File: src/rtl/key_mem_pkg.sv
// Shared definitions for key_mem and its reader: default geometry and reader FSM encoding.
package key_mem_pkg;

  localparam int KEY_ADDR_WIDTH = 10;
  localparam int KEY_DATA_WIDTH = 32;
  localparam int KEY_FIFO_DEPTH = 4;

  typedef enum logic [1:0] {
    IDLE = 2'd0,
    RUN  = 2'd1,
    DONE = 2'd2
  } rd_state_t;

endpackage

File: src/rtl/key_rd_fifo.sv
// Small synchronous FIFO holding key words plus their last tag for the reader's output stream.
module key_rd_fifo
  import key_mem_pkg::*;
#(
  parameter int DEPTH = KEY_FIFO_DEPTH,
  parameter int WIDTH = KEY_DATA_WIDTH + 1,
  localparam int PTR_W = $clog2(DEPTH),
  localparam int CNT_W = PTR_W + 1
) (
  input  logic             clk,
  input  logic             reset,
  input  logic             flush,
  input  logic             push,
  input  logic [WIDTH-1:0] push_data,
  input  logic             pop,
  output logic [WIDTH-1:0] pop_data,
  output logic [CNT_W-1:0] count,
  output logic             empty,
  output logic             full
);

  logic [WIDTH-1:0] mem [DEPTH];
  logic [PTR_W-1:0] rd_ptr;
  logic [PTR_W-1:0] wr_ptr;

  assign pop_data = mem[rd_ptr];
  assign empty    = (count == '0);
  assign full     = (count == CNT_W'(DEPTH));

  // Pointer and occupancy bookkeeping; flush empties the buffer in one edge.
  always_ff @(posedge clk or negedge reset) begin
    if (!reset) begin
      rd_ptr <= '0;
      wr_ptr <= '0;
      count  <= '0;
    end else if (flush) begin
      rd_ptr <= '0;
      wr_ptr <= '0;
      count  <= '0;
    end else begin
      if (push) wr_ptr <= wr_ptr + 1'b1;
      if (pop)  rd_ptr <= rd_ptr + 1'b1;
      case ({push, pop})
        2'b10:   count <= count + 1'b1;
        2'b01:   count <= count - 1'b1;
        default: count <= count;
      endcase
    end
  end

  // Storage array; data only, no reset needed since empty masks it.
  always_ff @(posedge clk) begin
    if (push && !flush) mem[wr_ptr] <= push_data;
  end

endmodule

File: src/rtl/key_mem_reader.sv
// Burst reader for key_mem: issues credit-limited reads and streams the words out over AXI-Stream.
module key_mem_reader
  import key_mem_pkg::*;
#(
  parameter int ADDR_WIDTH = KEY_ADDR_WIDTH,
  parameter int DATA_WIDTH = KEY_DATA_WIDTH,
  parameter int FIFO_DEPTH = KEY_FIFO_DEPTH
) (
  input  logic                  clk,
  input  logic                  reset,
  input  logic                  start,
  input  logic [ADDR_WIDTH-1:0] base_addr,
  input  logic [ADDR_WIDTH:0]   length,
  input  logic                  abort,
  output logic                  busy,
  output logic                  done,
  output logic                  mem_read_enable,
  output logic [ADDR_WIDTH-1:0] mem_read_addr,
  input  logic [DATA_WIDTH-1:0] mem_read_data,
  output logic [DATA_WIDTH-1:0] m_axis_tdata,
  output logic                  m_axis_tvalid,
  output logic                  m_axis_tlast,
  input  logic                  m_axis_tready
);

  localparam int CNT_W = $clog2(FIFO_DEPTH) + 1;
  localparam int LEN_W = ADDR_WIDTH + 1;

  rd_state_t             state;
  rd_state_t             state_n;
  logic [ADDR_WIDTH-1:0] issue_addr;
  logic [LEN_W-1:0]      issue_cnt;
  logic [LEN_W-1:0]      out_cnt;
  logic                  inflight;
  logic                  inflight_last;
  logic                  zero_done;
  logic                  rd_en;
  logic                  flush;
  logic                  push;
  logic                  pop;
  logic                  beat_last;
  logic                  fifo_empty;
  logic                  fifo_full;
  logic [CNT_W-1:0]      fifo_count;
  logic [CNT_W-1:0]      credit_used;
  logic [DATA_WIDTH:0]   fifo_wdata;
  logic [DATA_WIDTH:0]   fifo_rdata;

  // Credits count both buffered words and the read whose data is still on its way back.
  assign credit_used = fifo_count + CNT_W'(inflight);
  assign flush       = abort && (state != IDLE);
  assign push        = inflight && !flush;
  assign fifo_wdata  = {inflight_last, mem_read_data};
  assign pop         = m_axis_tvalid && m_axis_tready && !flush;
  assign beat_last   = pop && fifo_rdata[DATA_WIDTH];

  assign busy            = (state != IDLE);
  assign mem_read_enable = rd_en;
  assign mem_read_addr   = issue_addr;
  assign m_axis_tvalid   = !fifo_empty;
  assign m_axis_tdata    = fifo_empty ? '0 : fifo_rdata[DATA_WIDTH-1:0];
  assign m_axis_tlast    = !fifo_empty && fifo_rdata[DATA_WIDTH];

  key_rd_fifo #(
    .DEPTH (FIFO_DEPTH),
    .WIDTH (DATA_WIDTH + 1)
  ) u_fifo (
    .clk       (clk),
    .reset     (reset),
    .flush     (flush),
    .push      (push),
    .push_data (fifo_wdata),
    .pop       (pop),
    .pop_data  (fifo_rdata),
    .count     (fifo_count),
    .empty     (fifo_empty),
    .full      (fifo_full)
  );

  // State register.
  always_ff @(posedge clk or negedge reset) begin
    if (!reset) state <= IDLE;
    else        state <= state_n;
  end

  // Next state, read issue and done pulse.
  always_comb begin
    state_n = state;
    rd_en   = 1'b0;
    done    = zero_done;
    case (state)
      IDLE: begin
        if (start && (length != '0)) state_n = RUN;
      end
      RUN: begin
        rd_en = (issue_cnt != '0) && (credit_used < CNT_W'(FIFO_DEPTH));
        if (abort)          state_n = IDLE;
        else if (beat_last) state_n = DONE;
      end
      DONE: begin
        done    = !abort;
        state_n = IDLE;
      end
      default: state_n = IDLE;
    endcase
  end

  // Burst counters, read address and the one-cycle read-latency tracker.
  always_ff @(posedge clk or negedge reset) begin
    if (!reset) begin
      issue_addr    <= '0;
      issue_cnt     <= '0;
      out_cnt       <= '0;
      inflight      <= 1'b0;
      inflight_last <= 1'b0;
      zero_done     <= 1'b0;
    end else begin
      zero_done     <= (state == IDLE) && start && (length == '0);
      inflight      <= rd_en && !flush;
      inflight_last <= rd_en && (issue_cnt == LEN_W'(1));
      if ((state == IDLE) && start && (length != '0)) begin
        issue_addr <= base_addr;
        issue_cnt  <= length;
        out_cnt    <= length;
      end else begin
        if (rd_en) begin
          issue_addr <= issue_addr + 1'b1;
          issue_cnt  <= issue_cnt - 1'b1;
        end
        if (pop) out_cnt <= out_cnt - 1'b1;
      end
    end
  end

  // The credit rule must never let a word land in a full buffer.
  assert property (@(posedge clk) disable iff (!reset) !(push && fifo_full));

  // The tagged last word must coincide with the final outstanding beat.
  assert property (@(posedge clk) disable iff (!reset) beat_last |-> (out_cnt == LEN_W'(1)));

endmodule
File: config.mk
export PLATFORM = sky130hd
export DESIGN_NAME = key_mem_reader
export DESIGN_NICKNAME = d
export VERILOG_FILES = /design/src/rtl/key_mem_pkg.sv /design/src/rtl/key_rd_fifo.sv /design/src/rtl/key_mem_reader.sv
export SDC_FILE = /design/constraint.sdc
export NUM_CORES = 1
export LEC_CHECK = 0
export ABC_CLOCK_PERIOD_IN_PS = 6200
export BUFFER_PORTS_ARGS = -buffer_cell sky130_fd_sc_hd__buf_2
export CELL_PAD_IN_SITES_DETAIL_PLACEMENT = 1
export CELL_PAD_IN_SITES_GLOBAL_PLACEMENT = 2
export CORE_ASPECT_RATIO = 0.9
export CORE_UTILIZATION = 45
export CTS_BUF_LIST = sky130_fd_sc_hd__clkbuf_4
export DETAILED_ROUTE_END_ITERATION = 10
export PLACE_DENSITY = 0.83
export REMOVE_ABC_BUFFERS = 1
export SYNTH_ARGS = -nofsm -noshare
export SYNTH_HDL_FRONTEND = slang
export SYNTH_SLANG_ARGS = --single-unit
File: constraint.sdc
create_clock -name clk -period 6.2 [get_ports clk]
set_input_delay 1.86 -clock clk [delete_from_list [all_inputs] [get_ports clk]]
set_output_delay 1.86 -clock clk [all_outputs]
set_load 0.05 [all_outputs]
==> flow_summary.toml <==
[layout]
fillCellCount = 1479
final_cells = 743
final_cell_mix = "edfxtp_1 (132), buf_2 (104), and2_1 (36)"
area_growth_pct = 13.5
fin_nets = 598
layout_commonest_cell = "edfxtp_1"
drive_gt1_share_pct = 35.4

[synth]
syn_area_um2 = 6990
yosysTopAreaCell = "edfxtp_1"
synthArstFlopShare_pct = 20.0
ys.warnings.count = 0
ys_seq_area_share_pct = 68.5
synth_cell_types = 57
postSynthAreaPerCell_um2 = 16.5
synth_flop_cell = "edfxtp_1"
ys_seq_elements = 165
syn_inst = 424
synth_top_area_share_pct = 56.7
synth-edff-count = 132
synth_area_leaders = "edfxtp_1 (57%), dfrtp_1 (12%), mux4_2 (11%)"

[critical_path]
path_class = "flop to primary output"
r2r_slack_ns = 3.43
cp_max_fo = 20
cp_slowest_stage_delay_ns = 0.64
critical_path_arrival_ns = 2.97
slowest_stage = "nand2_1"
cp.required_ns = 4.34
cp-end-kind = "primary output"
cp-start-kind = "flop"
path_cells = "nor3_1 -> nand4_1 -> nand2_1 -> inv_2 -> buf_2"

[place]
port-buffer-count = 104
routabilityCongestion = 0.796
dpl.cell_count = 710
hpwl_um = 9780

[timing]
min_period_ns = 4.83
tns_ns = 0
slew_violations = 0
fin_crit_sh_pct = 77.8
hold_viol_final = 0
clock_skew_ns = 0.0146
clock.fmax_ghz = 0.207
rsz0062_at_grt = "false"
relSlewSlack_pct = 29.9
worstMarginPinSlew_ns = 1.05
setup_viol = 0

[clock_network]
cts_hold_buf = 0
cts.htree.levels = 4
postCtsSetupBuffers = 0
cts_max_path_buffers = 2
cts_buffers = 17
clkTransAtPathRegs_ns = 0.11
cts_resized = 0
cts_tree = "done"
cts.sinks = 165
clock-root-buffer = "clkbuf_4"
worstSkewPairLatency_ns = 0.56

[power_and_ir_drop]
p_switching_uw = 1830
power_leakage_uw = 0.00292
sw_frac_of_total_pct = 44.9
pwr-share-clk_pct = 13.8
p_seq_share_pct = 39.7
comb_power_share_pct = 46.5
power_uw = 4070
powerDensity_nw_per_um2 = 512
irDropWorstVdd_mv = 0.263
intPower_uw = 2240

[global_route]
grt_first_pass_wirelength_um = 23900
grt_pass1_vias = 4399
grt_max_degree = 34
track_usage_pct = 20.1
grt_overflow_total = 0
antenna_found_initial = 2

[floorplan]
core.rowCount = 42
core-area_um2 = 14900
die-area_um2 = 16000
io_pins = 105
die_y_um = 120
start_util_pct = 46.8
die_x_um = 133

[route]
viasPerCell = 5.49
drt-initial-drc-count = 226
wl_per_cell_um = 20.0
dr.pass1.iters = 5
wl_um = 14900
num_vias = 4078
drc = 0
ant_nets = 0

[outcome]
status = "finished, final reports clean"

[hold_path]
hp-class = "flop to flop"

[flow_run]
maxCapViolations = 0
cell type report:
cell class / instances / area [um2] / area share (%)
sequential: 165 / 4790 / 60.4
multi-input combinational: 229 / 2060 / 25.9
timing repair buffer: 109 / 558 / 7.03
tap: 198 / 248 / 3.12
clock buffer: 21 / 158 / 1.99
clock inverter: 10 / 85.1 / 1.07
inverter: 9 / 33.8 / 0.426
antenna: 2 / 5.00 / 0.0631
registers in the layout (all words and copies together), names as in the netlist:
signal,cells
mem_read_addr,10
zero_done,1
u_fifo.count,3
u_fifo.wr_ptr,2
issue_cnt,11
state,2
u_fifo.mem,132
inflight_last,1
u_fifo.rd_ptr,2
inflight,1
worst paths after layout:
| check | startpoint | end | depth (start not counted) |
|---|---|---|---|
| setup reg to reg | issue_cnt[8]$_DFFE_PN0P_ | mem_read_addr[5]$_DFFE_PN0P_ | 6 |
| setup / recovery | issue_cnt[8]$_DFFE_PN0P_ | mem_read_enable | 5 |
| min in group asynchronous | reset | mem_read_addr[2]$_DFFE_PN0P_ | 1 |
| hold / removal | inflight_last$_DFF_PN0_ | u_fifo.mem[2][32]$_DFFE_PP_ | 0 |
| hold reg to reg | inflight_last$_DFF_PN0_ | u_fifo.mem[2][32]$_DFFE_PP_ | 0 |
| max in group asynchronous | reset | u_fifo.rd_ptr[0]$_DFFE_PN0P_ | 1 |
power by group through the flow:
| stage | Combinational, uW | Clock [uW] | Sequential (uW) |
|---|---|---|---|
| floorplan | 1320 | 0 | 1710 |
| global placement | 1880 | 0 | 1620 |
| detailed placement | 1920 | 0 | 1640 |
| CTS | 1920 | 576 | 1620 |
| global route | 2030 | 619 | 1650 |
| finish | 1890 | 559 | 1610 |
synth_stat cells (all sizes together) (2+ instances only):
master and n:
edfxtp 132, and2 36, dfrtp 33, mux4 33
nand2 22, nor2 17, clkbuf 14, o21ai 12
a21oi 9, inv 9, nor3 9, ha 8
nand3 8, a221o 7, and3 7, buf 7
a21o 6, o31ai 5, and4 4, or4 4
xor2 4, a31oi 3, nor3b 3, nor4 3
o211ai 3, o221a 3, or3 3, mux2i 2
nand4 2, xnor2 2
per-layer routing:
layer	global-route usage, %	vias up	routed length (um)
met2	34.1	95	7600
met3	5.20	15	606
met1	25.6	2096	6470
met4	5.82	0	178
met5	0	-	0
li1	-	1872	-
logic make-up (layout without fill, tap and decap cells):
kind of cell | count (synthesis) | count (layout) | synth area share [%]
compound gates | 57 | 57 | 6.21
flops | 165 | 165 | 68.5
mux | 35 | 35 | 10.9
other cells | 0 | 2 | 0
fa+ha+maj | 9 | 9 | 1.72
buf+inv | 30 | 149 | 2.09
simple gates | 122 | 122 | 9.79
xor+xnor | 6 | 6 | 0.752
critical path, delay by kind of cell (launching register included):
kind                   cells  cell delay [ns]
DFF                        1             0.45
and+or+nand+nor            3             1.40
buffers and inverters      2             0.57
per-stage QoR:
step / hold WS [ns] / utilization, % / setup slack (ns) / instance area [um2]
after floorplan: 0.455 / - / 1.30 / 6880
after global placement: 0.468 / 51.5 / 1.86 / 7690
after detailed placement: 0.502 / 51.5 / 1.88 / 7690
after CTS: 0.530 / 53.2 / 1.29 / 7930
after global routing: 0.564 / 53.2 / 1.11 / 7940
final: 0.524 / 53.2 / 1.37 / 7940
No activity file was read; power rests on OpenSTA's default activity.
